===== src/rtl/serial_subtractor_16bit.sv =====
// serial_subtractor_16bit: bit-serial diff = in1 - in2 - b_in, LSB first, start/done handshake; SERIAL_SUB_OVERFLOW_EN adds ovf
module serial_subtractor_16bit #(
  parameter int WIDTH = 16
) (
  input  logic             clk,
  input  logic             rst_n,
  input  logic             start,
  input  logic [WIDTH-1:0] in1,
  input  logic [WIDTH-1:0] in2,
  input  logic             b_in,
  output logic             busy,
  output logic             done,
  output logic [WIDTH-1:0] diff,
  output logic             b_out
`ifdef SERIAL_SUB_OVERFLOW_EN
  ,
  output logic             ovf
`endif
);
  localparam int CW = $clog2(WIDTH);
  typedef enum logic [1:0] {IDLE, RUN, DONE} state_t;
  state_t           state;
  logic [WIDTH-1:0] a, b;
  logic [WIDTH-2:0] res;
  logic [CW-1:0]    cnt;
  logic             br;
  logic             d, br_next, last;
  logic [WIDTH-1:0] res_n;
  // full-subtractor cell on the current operand LSBs; res_n is the result with this cycle's bit shifted in
  always_comb begin
    d       = a[0] ^ b[0] ^ br;
    br_next = (~a[0] & b[0]) | (~(a[0] ^ b[0]) & br);
    last    = cnt == CW'(WIDTH - 1);
    res_n   = {d, res};
  end
  // control FSM with datapath; outputs change only on RUN->DONE so no partial result is visible
  always_ff @(posedge clk or negedge rst_n) begin
    if (!rst_n) begin
      state <= IDLE;
      busy  <= 1'b0;
      done  <= 1'b0;
      diff  <= '0;
      b_out <= 1'b0;
      a     <= '0;
      b     <= '0;
      res   <= '0;
      br    <= 1'b0;
      cnt   <= '0;
`ifdef SERIAL_SUB_OVERFLOW_EN
      ovf   <= 1'b0;
`endif
    end else begin
      case (state)
        IDLE: begin
          done <= 1'b0;
          busy <= start;
          if (start) begin
            a     <= in1;
            b     <= in2;
            br    <= b_in;
            cnt   <= '0;
            state <= RUN;
          end
        end
        RUN: begin
          a   <= a >> 1;
          b   <= b >> 1;
          br  <= br_next;
          res <= res_n[WIDTH-1:1];
          cnt <= cnt + 1'b1;
          if (last) begin
            state <= DONE;
            diff  <= res_n;
            b_out <= br_next;
`ifdef SERIAL_SUB_OVERFLOW_EN
            ovf   <= (a[0] ^ b[0]) & (d ^ a[0]);
`endif
          end
        end
        DONE: begin
          done  <= 1'b1;
          state <= IDLE;
        end
        default: state <= IDLE;
      endcase
    end
  end
endmodule


===== config.mk =====
export PLATFORM = sky130hd
export DESIGN_NAME = serial_subtractor_16bit
export DESIGN_NICKNAME = d
export VERILOG_FILES = /design/src/rtl/serial_subtractor_16bit.sv
export SDC_FILE = /design/constraint.sdc
export NUM_CORES = 1
export LEC_CHECK = 0
export BUFFER_PORTS_ARGS = -buffer_cell sky130_fd_sc_hd__clkbuf_2
export CAP_MARGIN = 20
export CORE_MARGIN = 2
export CORE_UTILIZATION = 50
export CTS_CLUSTER_SIZE = 40
export DETAILED_ROUTE_END_ITERATION = 8
export GPL_TIMING_DRIVEN = 0
export HOLD_SLACK_MARGIN = 0.02
export PLACE_DENSITY = 0.72
export SYNTH_ARGS = -nofsm -noshare
export SYNTH_HDL_FRONTEND = slang
export SYNTH_SLANG_ARGS = --single-unit

===== constraint.sdc =====
create_clock -name clk -period 1.8 [get_ports clk]
set_input_delay 0.36 -clock clk [delete_from_list [all_inputs] [get_ports clk]]
set_output_delay 0.36 -clock clk [all_outputs]
set_load 0.1 [all_outputs]

### After elaboration in Yosys (flattened, before gate mapping)

Cells that the tools add are included.

| word-level totals | value |
|---|---|
| word-level logic and storage cells | 41 |
| input port bits | 36 |
| flip-flop bits (word level) | 73 |
| output and inout port bits | 19 |

| cells by class | value |
|---|---|
| muxes and demuxes | 12 |
| reductions and logical operators | 6 |
| bitwise logic cells | 7 |
| add/subtract/negate cells | 1 |
| equality and inequality tests | 5 |

Operators with widths:

| kind | number |
|---|---|
| $pmux W16 S2 | 2 |
| $mux W16 | 2 |
| $pmux W4 S2 | 1 |
| $reduce_and A2 Y1 | 3 |
| $add A4 B1 Y4 const B | 1 |
| $eq A4 B4 Y1 const B | 1 |
| $mux W2 | 2 |
| $mux W4 | 1 |
| $ne A2 B2 Y1 const B | 2 |
| $pmux W1 S2 | 2 |
| $pmux W2 S2 | 1 |
| $reduce_bool A2 Y1 | 2 |
| $and A1 B1 Y1 | 2 |
| $eq A2 B1 Y1 const B | 1 |
| $eq A2 B2 Y1 const B | 1 |
| $logic_not A2 Y1 | 1 |
| $not A1 Y1 | 2 |
| $xor A1 B1 Y1 | 2 |
| $mux W1 | 1 |
| $or A1 B1 Y1 | 1 |

### Longest topological paths before layout

| depth | value |
|---|---|
| depth in word-level cells | 5 |
| mapped depth | 6 |

### Least setup slack after synthesis

No wires, ideal clock.

| timing path | value |
|---|---|
| kind | register to register |
| from | register cnt[0] |
| to | register diff[10] |
| arrival time | 1326 ps |
| cell stages (with the launch flop) | 6 |
| library setup time | 126 ps |
| setup slack | 348 ps |
| clock period less this slack | 1452 ps |
| cells stage by stage | dfrtp_1 ha_1 nand3_4 nor2_8 buf_12 mux2_4 |

| between the ends | value |
|---|---|
| longest elaborated chain between the ends | 2 |

Ends and longest elaborated chain:

| item | RTL line | RTL |
|---|---|---|
| start: declaration | 25 | `logic [CW-1:0] cnt;` |
| start signal: assignment | 70 | `cnt <= cnt + 1'b1;` |
| $eq A4 B4 Y1 | 33 | `last = cnt == CW'(WIDTH - 1);` |
| $reduce_and A2 Y1 (no line) | - |  |
| end signal: assignment | 73 | `diff <= res_n;` |
| end: declaration | 13 | `output logic [WIDTH-1:0] diff,` |

Every way passes these cells.
A chain may end at the register's enable or synchronous reset.

### Worst setup path after layout

| timing path | value |
|---|---|
| from | register cnt[0] |
| to | register diff[9] |

The elaborated chain is that of the path after synthesis.

==> results.txt <==
RSZ-0062 raised after global routing: false
Comb power frac: 43.0%
Hold Fails Final Rpt: 0
peak supply drop: 0.001232 V
antenna fix cells: 0
skew final: 9.255 ps
Worst setup EP type: register
Routed WL: 6743 µm
PortBufs: 54
Seq/Total Area, Yosys: 57.37%
core area: 6241 µm²
Synthesized Nets: 329
met3 Track Usage GR: 3.759%
Die X: 83.81 µm
Synth cell types: 32
relative slew slack: 63.10%
Final Slew Violations: 0
clock sinks: 73
#FFs+latches synth: 73
drt wl/cell: 15.33 µm
drt first-iter violations: 95
depth of the CTS H-tree: 3
routed via count: 2377
# fillers: 528
Max clock buf depth: 2
DRT Pass-1 Iters: 4
Main synth FF type: dfrtp_1
CP arrival: 1840 ps
CP max-delay cell: dfrtp_1
Layout area overhead: 20.71%
routability congestion estimate: 0.7970
initial antenna violation count: 0
Reg clk slew, reported paths: 80 ps
WP data required: 2040 ps
antenna-violating nets left: 0
grt ovf: 0
Int Power: 4.202 mW
worst hold slack: 278.8 ps
# setup viols final: 0
Multi-input gate area: 1222 µm²
largest fanout on the critical path: 10
Largest stage delay, worst path: 420 ps
pre-CTS WS: 195.5 ps
share of layout cells above drive strength 1: 30.30%
max cap viols: 0
met2 Usage GRT: 31.93%
synthesized area: 3184 µm²
Seq pwr share: 36.2%
crit start category: register
Synth Instances: 291
period utilization: 88.83%
FP Rows: 29
min cycle time layout: 1599 ps
met1 usage: 28.09%
outcome: finished clean
Hold/Removal Path Class: in -> reg
Worst-Skew Late Latency: 350 ps
syn_area_per_cell: 10.94 µm²
hold-fix buffer count after cts: 1
CTS tree: done
Worst Setup Slack, final: 201.1 ps
die area: 7023 µm²
total CTS buffers: 9
PD cells: 1980 nW/µm²
via/cell ratio: 5.402
Setup Fix Bufs, Post-CTS: 0
# DRC: 0
Synth Warn #: 0
Starting Density: 51.02%
f_max: 625.4 MHz
Die H: 83.81 µm
Sw Share: 44.78%
type of the worst setup path: reg -> reg
Total GRT Usage: 20.93%
Clk pwr share: 20.9%
net switching power: 3.408 mW
Tightest Pin Transition: 555.9 ps
buffer type at the clock tree root: clkbuf_8
post-cts sizing count: 0
first-pass GRT wire length: 11530 µm
Reg area: 1827 µm²
Leakage: 1.851 nW
Ports: 55
Post-synth ARST share: 100.0%
Detail Placement HPWL: 4564 µm
number of global-route vias before repair: 2382
largest net degree at the start of global routing: 67
nets@finish: 396
EDFF count, synth: 0
CP Cell Sequence: ha_1, nand3_4, nor2_8, buf_12, mux2_4
busiest layer in global routing: met2
layout by cell type (no fill, tap or decap), types with 2 or more instances in the layout:
cell       synthesis  routed
a21oi_1            9       9
a22oi_1           29      29
a2bb2oi_1          3       3
a31oi_1            2       2
buf_2             11      11
buf_4              4       4
bufinv_16          0       3
clkbuf_1           4       4
clkbuf_2           0      53
clkbuf_8           0      10
clkinv_4           0       2
dfrtp_1           73      73
inv_1              4       4
mux2_2             9       9
mux2_4             9       9
nand2_1           70      70
nor2_1             2       2
nor2b_1           11      11
o21ai_0           29      29
o21ai_1            6       6
power by group through the flow:
stage	sequential, mW	combinational (mW)	clock, mW
after floorplan	4.04	1.32	0
after global placement	2.75	3.20	0
after detailed placement	2.78	3.27	0
after CTS	2.75	3.29	1.61
after global routing	2.84	3.53	1.68
final	2.75	3.27	1.59
area by class of cell:
type                       instances  area share, %
buffer                            20          3.125
multi-input combinational        194          31.80
tap                               77          2.507
clock inverter                     6          2.995
inverter                           4         0.3906
timing repair buffer              56          8.073
sequential                        73          47.53
clock buffer                      10          3.581
final timing paths:
| path | start | end | slack [ps] | cells after the start |
|---|---|---|---|---|
| worst max-delay path | cnt[0] | diff[9] | 200 | 5 |
| worst min-delay path | in2[15] | b[15] | 280 | 2 |
| worst max register to register | cnt[0] | diff[9] | 200 | 5 |
| worst min register to register | res[0] | res[0] | 480 | 2 |
| max in group asynchronous | rst_n | res[1] | 850 | 3 |
| min in group asynchronous | rst_n | diff[7] | 400 | 2 |
registers in the layout (all words and copies together) (netlist names):
signal  flops
done        1
diff       16
br          1
a          16
b          16
res        15
cnt         4
state       2
busy        1
b_out       1
synth_stat cells (2+ instances only):
master / n / area (µm²)
clkbuf_1: 4 / 15.01
a2bb2oi_1: 3 / 26.28
a22oi_1: 29 / 217.7
mux2_2: 9 / 101.4
buf_4: 4 / 30.03
inv_1: 4 / 15.01
buf_2: 11 / 55.05
dfrtp_1: 73 / 1827
nand2_1: 70 / 262.8
nor2_1: 2 / 7.510
o21ai_1: 6 / 30.03
o21ai_0: 29 / 145.1
nor2b_1: 11 / 68.82
mux2_4: 9 / 135.1
a21oi_1: 9 / 45.04
a31oi_1: 2 / 12.51
stage by stage:
| step | utilization [%] | power, mW | cells | setup TNS, ps | area, µm² |
|---|---|---|---|---|---|
| 2_1_floorplan | - | 5.364 | 291 | 0 | 3184 |
| 5_1_grt | 61.59 | 8.046 | 440 | 0 | 3844 |
| 4_1_cts | 61.59 | 7.659 | 440 | 0 | 3844 |
| 3_3_place_gp | 56.90 | 5.952 | 422 | -17490 | 3551 |
| 6_report | 61.59 | 7.610 | 440 | 0 | 3844 |
| 3_5_place_dp | 57.38 | 6.056 | 423 | 0 | 3581 |
critical path, delay by kind of cell, from the launching register on:
family                     cells  cell delay (ps)
buffers and inverters          1              170
muxes                          1              310
adders and majority gates      1              260
DFF                            1              420
and+or+nand+nor                2              320
cells by family after synthesis:
family                     share of synthesized area (%)
and+or+nand+nor                                    12.73
AOI/OAI and AO/OA                                  16.90
DFF                                                57.37
buffers and inverters                              4.243
muxes                                              7.741
adders and majority gates                          1.022
layer usage:
| metal | routed length [µm] | share of wire [%] |
|---|---|---|
| met5 | 0 | 0 |
| met4 | 152 | 2.3 |
| met3 | 252 | 3.7 |
| met2 | 3223 | 48 |
| met1 | 3114 | 46 |
Power figures use the tool's default switching activity.
